<file path="config.mk">
export PLATFORM = sky130hd
export DESIGN_NAME = instr_fetch_unit
export DESIGN_NICKNAME = d
export VERILOG_FILES = /design/src/rtl/fetch_pkg.sv /design/src/rtl/instr_fetch_unit.sv
export SDC_FILE = /design/constraint.sdc
export NUM_CORES = 1
export LEC_CHECK = 0
export ABC_AREA = 1
export CAP_MARGIN = 10
export CORE_UTILIZATION = 30
export CTS_BUF_LIST = sky130_fd_sc_hd__clkbuf_4 sky130_fd_sc_hd__clkbuf_8
export CTS_CLUSTER_DIAMETER = 40
export DETAILED_ROUTE_END_ITERATION = 12
export HOLD_SLACK_MARGIN = 0.03
export PLACE_DENSITY = 0.73
export SYNTH_ARGS = -nofsm -noshare
export SYNTH_HDL_FRONTEND = slang
export SYNTH_SLANG_ARGS = --single-unit
export TNS_END_PERCENT = 10
</file>
<file path="constraint.sdc">
create_clock -name clk -period 1.1 [get_ports clk]
set_input_delay 0.33 -clock clk [delete_from_list [all_inputs] [get_ports clk]]
set_output_delay 0.33 -clock clk [all_outputs]
set_load 0.02 [all_outputs]
</file>
<file path="src/rtl/fetch_pkg.sv">
// -----------------------------------------------------------------------------
// fetch_pkg
// Shared types and constants for the instruction fetch unit.
//   XLEN_DEFAULT     : default width of PC, address and instruction
//   NOP_INST_DEFAULT : instruction presented to decode while nothing is fetched
//   fetch_state_t    : fetch FSM states (request / wait for data / hold for decode)
// -----------------------------------------------------------------------------
package fetch_pkg;

    localparam int          XLEN_DEFAULT     = 32;
    localparam logic [31:0] NOP_INST_DEFAULT = 32'h0000_0013;

    typedef enum logic [1:0] {
        S_REQ  = 2'd0,
        S_WAIT = 2'd1,
        S_HOLD = 2'd2
    } fetch_state_t;

endpackage

</file>
<file path="src/rtl/instr_fetch_unit.sv">
// -----------------------------------------------------------------------------
// instr_fetch_unit
// Issues one instruction-memory read per PC value, returns the fetched word to
// decode and pulses pc_write so the external PC register advances only when a
// fetch completes or execute redirects. At most one request is outstanding.
//
// Ports:
//   clk, reset          : clock, synchronous active-high reset
//   pc                  : current PC from the program counter
//   pc_write            : one-cycle PC load pulse (combinational)
//   redirect            : one-cycle taken branch/jump pulse from execute
//   mem_req_*           : read request channel (valid/ready, addr = pc)
//   mem_rsp_*           : read response (one per accepted request)
//   inst_valid/ready    : handshake towards decode (registered valid)
//   inst, inst_pc       : fetched instruction and its PC (registered)
//   fetch_fault         : misaligned-PC fault flag (FETCH_MISALIGN_TRAP_EN only)
//
// Build option: define FETCH_MISALIGN_TRAP_EN to trap PCs with pc[1:0] != 0
// instead of passing them to memory unchanged.
// -----------------------------------------------------------------------------
module instr_fetch_unit
    import fetch_pkg::*;
#(
    parameter int              XLEN     = XLEN_DEFAULT,
    parameter logic [XLEN-1:0] NOP_INST = XLEN'(NOP_INST_DEFAULT)
) (
    input  logic            clk,
    input  logic            reset,
    input  logic [XLEN-1:0] pc,
    output logic            pc_write,
    input  logic            redirect,
    output logic            mem_req_valid,
    input  logic            mem_req_ready,
    output logic [XLEN-1:0] mem_req_addr,
    input  logic            mem_rsp_valid,
    input  logic [XLEN-1:0] mem_rsp_data,
    output logic            inst_valid,
    input  logic            inst_ready,
    output logic [XLEN-1:0] inst,
    output logic [XLEN-1:0] inst_pc
`ifdef FETCH_MISALIGN_TRAP_EN
    ,
    output logic            fetch_fault
`endif
);

    fetch_state_t    state_r, state_s;
    logic            discard_r, discard_s;
    logic            inst_valid_r, inst_valid_s;
    logic [XLEN-1:0] inst_r, inst_s;
    logic [XLEN-1:0] inst_pc_r, inst_pc_s;
    logic            req_valid_s;
    logic            pc_write_s;
    logic            misalign_s;
`ifdef FETCH_MISALIGN_TRAP_EN
    logic            fault_r, fault_s;

    assign misalign_s  = (pc[1:0] != 2'b00);
    assign fetch_fault = fault_r;
`else
    assign misalign_s  = 1'b0;
`endif

    // Next-state, request and pc_write decode for the fetch FSM
    always_comb begin
        state_s      = state_r;
        discard_s    = discard_r;
        inst_valid_s = inst_valid_r;
        inst_s       = inst_r;
        inst_pc_s    = inst_pc_r;
        req_valid_s  = 1'b0;
        // A redirect always loads the PC; the fetch-complete load below never
        // coincides with it, so only one pulse can be produced per cycle.
        pc_write_s   = redirect;
`ifdef FETCH_MISALIGN_TRAP_EN
        fault_s      = fault_r;
`endif
        case (state_r)
            S_REQ: begin
                if (redirect) begin
                    // Request suppressed; the target is fetched next cycle.
                    state_s = S_REQ;
                end else if (misalign_s) begin
                    // Present a faulting NOP without touching memory or the PC.
                    inst_s       = NOP_INST;
                    inst_pc_s    = pc;
                    inst_valid_s = 1'b1;
`ifdef FETCH_MISALIGN_TRAP_EN
                    fault_s      = 1'b1;
`endif
                    state_s      = S_HOLD;
                end else begin
                    req_valid_s = 1'b1;
                    if (mem_req_ready) begin
                        state_s = S_WAIT;
                    end else begin
                        state_s = S_REQ;
                    end
                end
            end
            S_WAIT: begin
                if (mem_rsp_valid && !redirect && !discard_r) begin
                    // pc still holds the requested address until this pulse.
                    inst_s       = mem_rsp_data;
                    inst_pc_s    = pc;
                    inst_valid_s = 1'b1;
                    pc_write_s   = 1'b1;
                    state_s      = S_HOLD;
                end else if (mem_rsp_valid) begin
                    // Stale data (earlier or same-cycle redirect) is dropped.
                    discard_s = 1'b0;
                    state_s   = S_REQ;
                end else if (redirect) begin
                    discard_s = 1'b1;
                end else begin
                    discard_s = discard_r;
                end
            end
            S_HOLD: begin
                // A redirect flushes the instruction even if decode takes it.
                if (redirect || (inst_valid_r && inst_ready)) begin
                    inst_valid_s = 1'b0;
`ifdef FETCH_MISALIGN_TRAP_EN
                    fault_s      = 1'b0;
`endif
                    state_s      = S_REQ;
                end else begin
                    state_s = S_HOLD;
                end
            end
            default: begin
                state_s = S_REQ;
            end
        endcase
    end

    // Fetch state and decode-facing output registers
    always_ff @(posedge clk) begin
        if (reset) begin
            state_r      <= S_REQ;
            discard_r    <= 1'b0;
            inst_valid_r <= 1'b0;
            inst_r       <= NOP_INST;
            inst_pc_r    <= {XLEN{1'b0}};
`ifdef FETCH_MISALIGN_TRAP_EN
            fault_r      <= 1'b0;
`endif
        end else begin
            state_r      <= state_s;
            discard_r    <= discard_s;
            inst_valid_r <= inst_valid_s;
            inst_r       <= inst_s;
            inst_pc_r    <= inst_pc_s;
`ifdef FETCH_MISALIGN_TRAP_EN
            fault_r      <= fault_s;
`endif
        end
    end

    // Requests and PC loads are silenced while reset is held.
    assign mem_req_valid = req_valid_s & ~reset;
    assign pc_write      = pc_write_s & ~reset;
    assign mem_req_addr  = pc;
    assign inst_valid    = inst_valid_r;
    assign inst          = inst_r;
    assign inst_pc       = inst_pc_r;

endmodule

</file>
==> flow_summary.toml, run 1 <==
[setup_path]
critPathMaxFanout = 2
slowest_delay_ns = 0.34
slowest_stage = "dfxtp_2"
crit_path_end_kind = "primary output"
critPathRequiredTime_ns = 0.77
worst_setup_path_start_kind = "flip-flop"
reg2regPathDepth = 8
rr_endpoint = "inst[18]"
crit_chain = "inv_2 > nor2_4 > nand3_4 > a21oi_4 > buf_6"
worst-setup-path-type = "reg2out"
rrSetupSlack_ns = -0.27
timing.rr.start = "state_r[0]"
worstPathArrival_ns = 1.21

[final_layout]
stdcell_area_mm2 = 0.00557
num_antenna_cells = 0
nets = 700
layout-drive-gt1-share_pct = 38.3
fin_util_pct = 53.0
syn_to_final_growth_pct = 68.3

[run_status]
outcome = "finished, violations left"
violations = "negative setup slack"

[timing]
hold_violations = 0
worstMarginPinSlew_ns = 0.433
max_freq_mhz = 648
max_slew_margin_pct = 71.1
slew_violations = 0
skew_ns = 0.00966
timing.hold.ws_ns = 0.353
fin_crit_sh_pct = 140
period_needed_ns = 1.54
rsz0062_at_grt = "true"
worst_slack_ns = -0.443
finalSetupViolCount = 131

[clock_network]
tritoncts = "yes"
cts_buffers = 9
cts_root_buffer = "clkbuf_8"
cts-hold-fix-buffers = 0
clock-sinks = 68
clock_latency_ns = 0.34
htree_levels = 3
clkTransAtPathRegs_ns = 0.07
clk_path_buf_depth = 2

[grt]
grt_pass1_vias = 3184
groute.usage.overall_pct = 16.5
grt_max_degree = 65
grt_pass1_wl_um = 15000
antenna_found_initial = 0
gr-total-overflow = 0

[synth]
async_reset_ff_share_pct = 0
avgSynthCellArea_um2 = 6.97
netlist.area_leader.share_pct = 41.1
yosysWarnings = 0
synth_edf_count = 0
syn_area_mm2 = 0.00331
synthCells = 475
synth_area_leaders = "dfxtp_1 41%, nor2_1 14%, nand4_1 12%"
ys_types = 18
yosysMostFrequentCell = "nor2_1"
syn_nets = 545
synthTopCellsByCount = "125 x nor2_1, 70 x nand2_1, 68 x dfxtp_1"
ys_seq_area_share_pct = 41.1
yosys.area.top_type = "dfxtp_1"
synth_ff_type = "dfxtp_1"
synth_seq_cells = 68

[floorplan]
dieArea_mm2 = 0.0115
chipWidth_um = 107
rows = 37
initial_core_util_pct = 31.5
die_h_um = 107
io_pins = 169
core_area_mm2 = 0.0105

[detailed_routing]
wl_per_cell_um = 13.5
route.detailed.drc = 0
ant_nets = 0
vias = 3513
drt_wl_total_um = 10400
vias_per_cell = 4.56
firstDrtPassIters = 4
drt-initial-drc-count = 121

[place]
io_buffers = 168
hpwl_um = 6470
place_congestion = 0.859
dpl_cell_area_mm2 = 0.00502

[flow_run]
max_cap_violations = 0

[power]
cellLeakagePower_nw = 2.68
peakVddDrop_mv = 0.496
powerDensity_mw_per_mm2 = 1020

[min_path]
holdPathEnd = "discard_r"
whs_path_depth = 3
hp-start = "redirect"
hp-class = "in2reg"
cells in the final DEF (no fill, tap or decap), types with 4 or more instances in the layout:
cell,count
nand3_1,4
buf_6,101
nand2_1,69
buf_12,5
buf_4,29
dlymetal6s2s_1,4
dlygate4sd2_1,29
clkbuf_16,4
nand4_1,65
nor2_1,123
dfxtp_2,67
clkbuf_8,11
inv_2,4
clkdlybuf4s50_1,34
inv_1,62
worst max path at each step:
| stage | startpoint | to | cells after the start |
|---|---|---|---|
| final | state_r[0] | pc_write | 5 |
| after global routing | state_r[0] | pc_write | 5 |
| after CTS | state_r[0] | pc_write | 5 |
| after detailed placement | redirect | pc_write | 5 |
| after global placement | redirect | pc_write | 5 |
| after floorplan | state_r[0] | pc_write | 5 |
logic make-up (layout without fill, tap and decap cells):
| logic type | Yosys count | count (layout) | synth area share [%] |
|---|---|---|---|
| buffers and inverters | 132 | 292 | 21.8 |
| flip-flops | 68 | 68 | 41.1 |
| AND/OR/NAND/NOR | 269 | 269 | 36.2 |
| AO/OA/AOI/OAI | 6 | 6 | 0.907 |
final cells by class:
cell class,count,area (um2)
multi-input cells,275,1290
repair buffers,210,2240
well taps,136,170
clock buffers,12,146
fillers,987,4940
inverters,66,248
flip-flops and latches,68,1450
clock inverters,4,26.3
sequential cells by signal, summed over array words and instances (netlist names):
signal      flops
inst_valid      1
inst           32
inst_pc        32
state_r         2
discard_r       1
per-layer routing:
layer | vias to the layer above | share of wire (%) | global-route usage [%]
met5 | - | 0 | 0
met4 | 0 | 0.98 | 5.58
met3 | 9 | 7.6 | 3.95
met2 | 145 | 49 | 29.5
met1 | 1597 | 43 | 19.2
li1 | 1762 | - | -
worst max-delay path, delay by kind of cell (launching register included):
family | cells | cell delay, ns
AO/OA/AOI/OAI | 1 | 0.12
buffers and inverters | 2 | 0.17
flip-flops | 1 | 0.34
AND/OR/NAND/NOR | 2 | 0.23
report_power, final:
part           total [W]  switching [W]  internal, W
Clock            0.00184       0.000951     0.000891
Combinational    0.00123       0.000617     0.000616
Sequential       0.00259      0.0000498      0.00254
Total            0.00566        0.00162      0.00404
stage by stage:
| step | setup TNS, ns | setup WS, ns | power (W) | cells |
|---|---|---|---|---|
| after floorplan | -0.949 | -0.199 | 0.00325 | 475 |
| after CTS | -28.86 | -0.441 | 0.00570 | 764 |
| after detailed placement | -93.10 | -1.09 | 0.00381 | 746 |
| after global routing | -24.64 | -0.503 | 0.00596 | 771 |
| final | -17.61 | -0.443 | 0.00566 | 771 |
| after global placement | -87.10 | -1.04 | 0.00380 | 746 |
timing repair:
action                     4_1_cts  5_1_grt
resized for setup              689       22
pin swaps                        4       17
buffers inserted                 2        1
setup endpoints to repair      167      139
gates cloned                     0        6
No activity file was read; power rests on OpenSTA's default activity.
==> run 2, diff against run 1 <==
--- a/config.mk
+++ b/config.mk
@@ -7,12 +7,14 @@
 export LEC_CHECK = 0
 export ABC_AREA = 1
 export CAP_MARGIN = 10
-export CORE_UTILIZATION = 30
+export CELL_PAD_IN_SITES_DETAIL_PLACEMENT = 0
+export CELL_PAD_IN_SITES_GLOBAL_PLACEMENT = 1
+export CORE_UTILIZATION = 25
 export CTS_BUF_LIST = sky130_fd_sc_hd__clkbuf_4 sky130_fd_sc_hd__clkbuf_8
 export CTS_CLUSTER_DIAMETER = 40
 export DETAILED_ROUTE_END_ITERATION = 12
 export HOLD_SLACK_MARGIN = 0.03
-export PLACE_DENSITY = 0.73
+export PLACE_DENSITY = 0.86
 export SYNTH_ARGS = -nofsm -noshare
 export SYNTH_HDL_FRONTEND = slang
 export SYNTH_SLANG_ARGS = --single-unit
==> constraint.sdc (replaced) <==
create_clock -name clk -period 1.1 [get_ports clk]
set_input_delay 0.275 -clock clk [delete_from_list [all_inputs] [get_ports clk]]
set_output_delay 0.275 -clock clk [all_outputs]
set_load 0.02 [all_outputs]
==> run 2 against run 1 <==
  * Sequential power hardly changed
  * Utilization is 7.4 points lower
  * Routed wire length is 14% higher
  * The flow still finishes with violations (negative setup slack)
  * Register-to-register slack better by 0.05 ns
==> flow_summary.toml, run 2 (synthesis results as in run 1) <==
[run_status]
outcome = "finished, violations left"
violations = "negative setup slack"

[setup_path]
critPathMaxFanout = 4
worst_setup_path_start_kind = "flip-flop"
worstPathArrival_ns = 1.19
rr_endpoint = "inst[23]"
slowest_stage = "dfxtp_2"
crit_path_end_kind = "primary output"
crit_chain = "nor2_4 > nand3_4 > a21oi_4 > buf_6"
crit_buf_inv = 1
slowest_delay_ns = 0.35
worst-setup-path-type = "reg2out"
cp_top_family = "flip-flops"
critPathRequiredTime_ns = 0.82
reg2regPathDepth = 8
rrSetupSlack_ns = -0.22
timing.rr.start = "state_r[0]"

[min_path]
holdPathEnd = "inst_pc[1]"
hp-class = "in2reg"
whs_path_depth = 5
hp-start = "pc[1]"

[timing]
tns_ns = -11.31
rsz0062_at_grt = "true"
slew_violations = 0
max_freq_mhz = 681
finalSetupViolCount = 68
max_slew_margin_pct = 78.0
timing.hold.ws_ns = 0.342
hold_violations = 0
worstMarginPinSlew_ns = 0.330
worst_slack_ns = -0.368
fin_crit_sh_pct = 133
skew_ns = 0.00515
period_needed_ns = 1.47

[final_layout]
nets = 711
num_antenna_cells = 0
final_common_cell = "nor2_1"
fill_cells = 1276
layout-drive-gt1-share_pct = 40.4
fin_util_pct = 45.6
syn_to_final_growth_pct = 75.9
seq_area_mm2 = 0.00145
layout.cells.most_common_list = "115 x nor2_1, 100 x buf_6, 69 x nand2_1"
multi_input_area_mm2 = 0.00132

[place]
hpwl_um = 6680
place_ws_ns = -0.935
place_congestion = 0.722
io_buffers = 168

[clock_network]
clk_path_buf_depth = 2
cts_root_buffer = "clkbuf_8"
cts_buffers = 9
clkTransAtPathRegs_ns = 0.07
clock-sinks = 68
htree_levels = 3
clock_latency_ns = 0.33
tritoncts = "yes"

[detailed_routing]
firstDrtPassIters = 5
ant_nets = 0
drt-initial-drc-count = 161
vias = 3640
vias_per_cell = 4.45
wl_per_cell_um = 14.5
route.detailed.drc = 0
drt_wl_total_um = 11800

[floorplan]
core_area_mm2 = 0.0128
die_h_um = 117
chipWidth_um = 117
dieArea_mm2 = 0.0137
io_pins = 169
initial_core_util_pct = 25.9
rows = 41

[power]
powerDensity_mw_per_mm2 = 1020
cellLeakagePower_nw = 2.76
total_power_w = 0.00592
peakVddDrop_mv = 0.470

[grt]
grt_pass1_vias = 3392
groute.usage.overall_pct = 14.8
grt_pass1_wl_um = 15700
antenna_found_initial = 0
gr-total-overflow = 0
grt_max_degree = 66

[flow_run]
max_cap_violations = 0
## run 2: changes by cell type in the layout (fill, tap and decap cells not counted), sizes merged
| cell | previous run | this run |
|---|---|---|
| buf | 136 | 147 |
| clkinv | 3 | 1 |
| dlygate4sd2 | 29 | 32 |
| dlymetal6s2s | 4 | 1 |
| clkinvlp | 1 | 0 |
| clkbuf | 19 | 22 |
## run 2: metal layers
metal  vias up  routed length (um)  track usage (%)
met2       119                5960             26.7
met1      1718                5160             17.0
met4         0                 155             5.15
li1       1792                   -                -
met3        11                 567             3.55
met5         -                   0                0
## run 2: power by group
part / switching [W] / internal [W] / total, W
Clock: 0.000912 / 0.00108 / 0.00199
Combinational: 0.000663 / 0.000678 / 0.00134
Sequential: 0.0000511 / 0.00254 / 0.00259
Total: 0.00163 / 0.00429 / 0.00592
## run 2: worst max path at each step
stage                     from            end  slack [ns]  cells after the start
floorplan           state_r[1]  mem_req_valid       -0.20                      1
global placement      redirect       pc_write       -0.90                      5
detailed placement    redirect       pc_write       -0.93                      5
CTS                 state_r[0]       pc_write       -0.39                      5
global route         discard_r       pc_write       -0.43                      4
finish               discard_r       pc_write       -0.37                      4
## run 2: worst min-delay path, delay by kind of cell
kind                   cells  cell delay, ns
buffers and inverters      2            0.17
and+or+nand+nor            3            0.19
## run 2: area by class of cell
cell class / count / share of cell area (%)
Inverter: 66 / 4.26
Clock buffer: 15 / 3.22
Tap cell: 172 / 3.70
Multi-Input combinational cell: 275 / 22.7
Timing Repair Buffer: 221 / 41.1
Sequential cell: 68 / 24.9
Clock inverter: 1 / 0.0860
## run 2: stage by stage
stage | cells | instance area, um2
after CTS | 807 | 5530
after global routing | 818 | 5820
after floorplan | 475 | 3330
final | 818 | 5820
after detailed placement | 787 | 5110
after global placement | 787 | 5110
## run 2: what timing repair did
item | in CTS | in global routing
setup endpoints to repair | 165 | 124
cloned | 0 | 8
pin swaps | 5 | 21
hold buffers | 0 | 0
gates resized for setup | 703 | 28
buffers inserted | 4 | 3
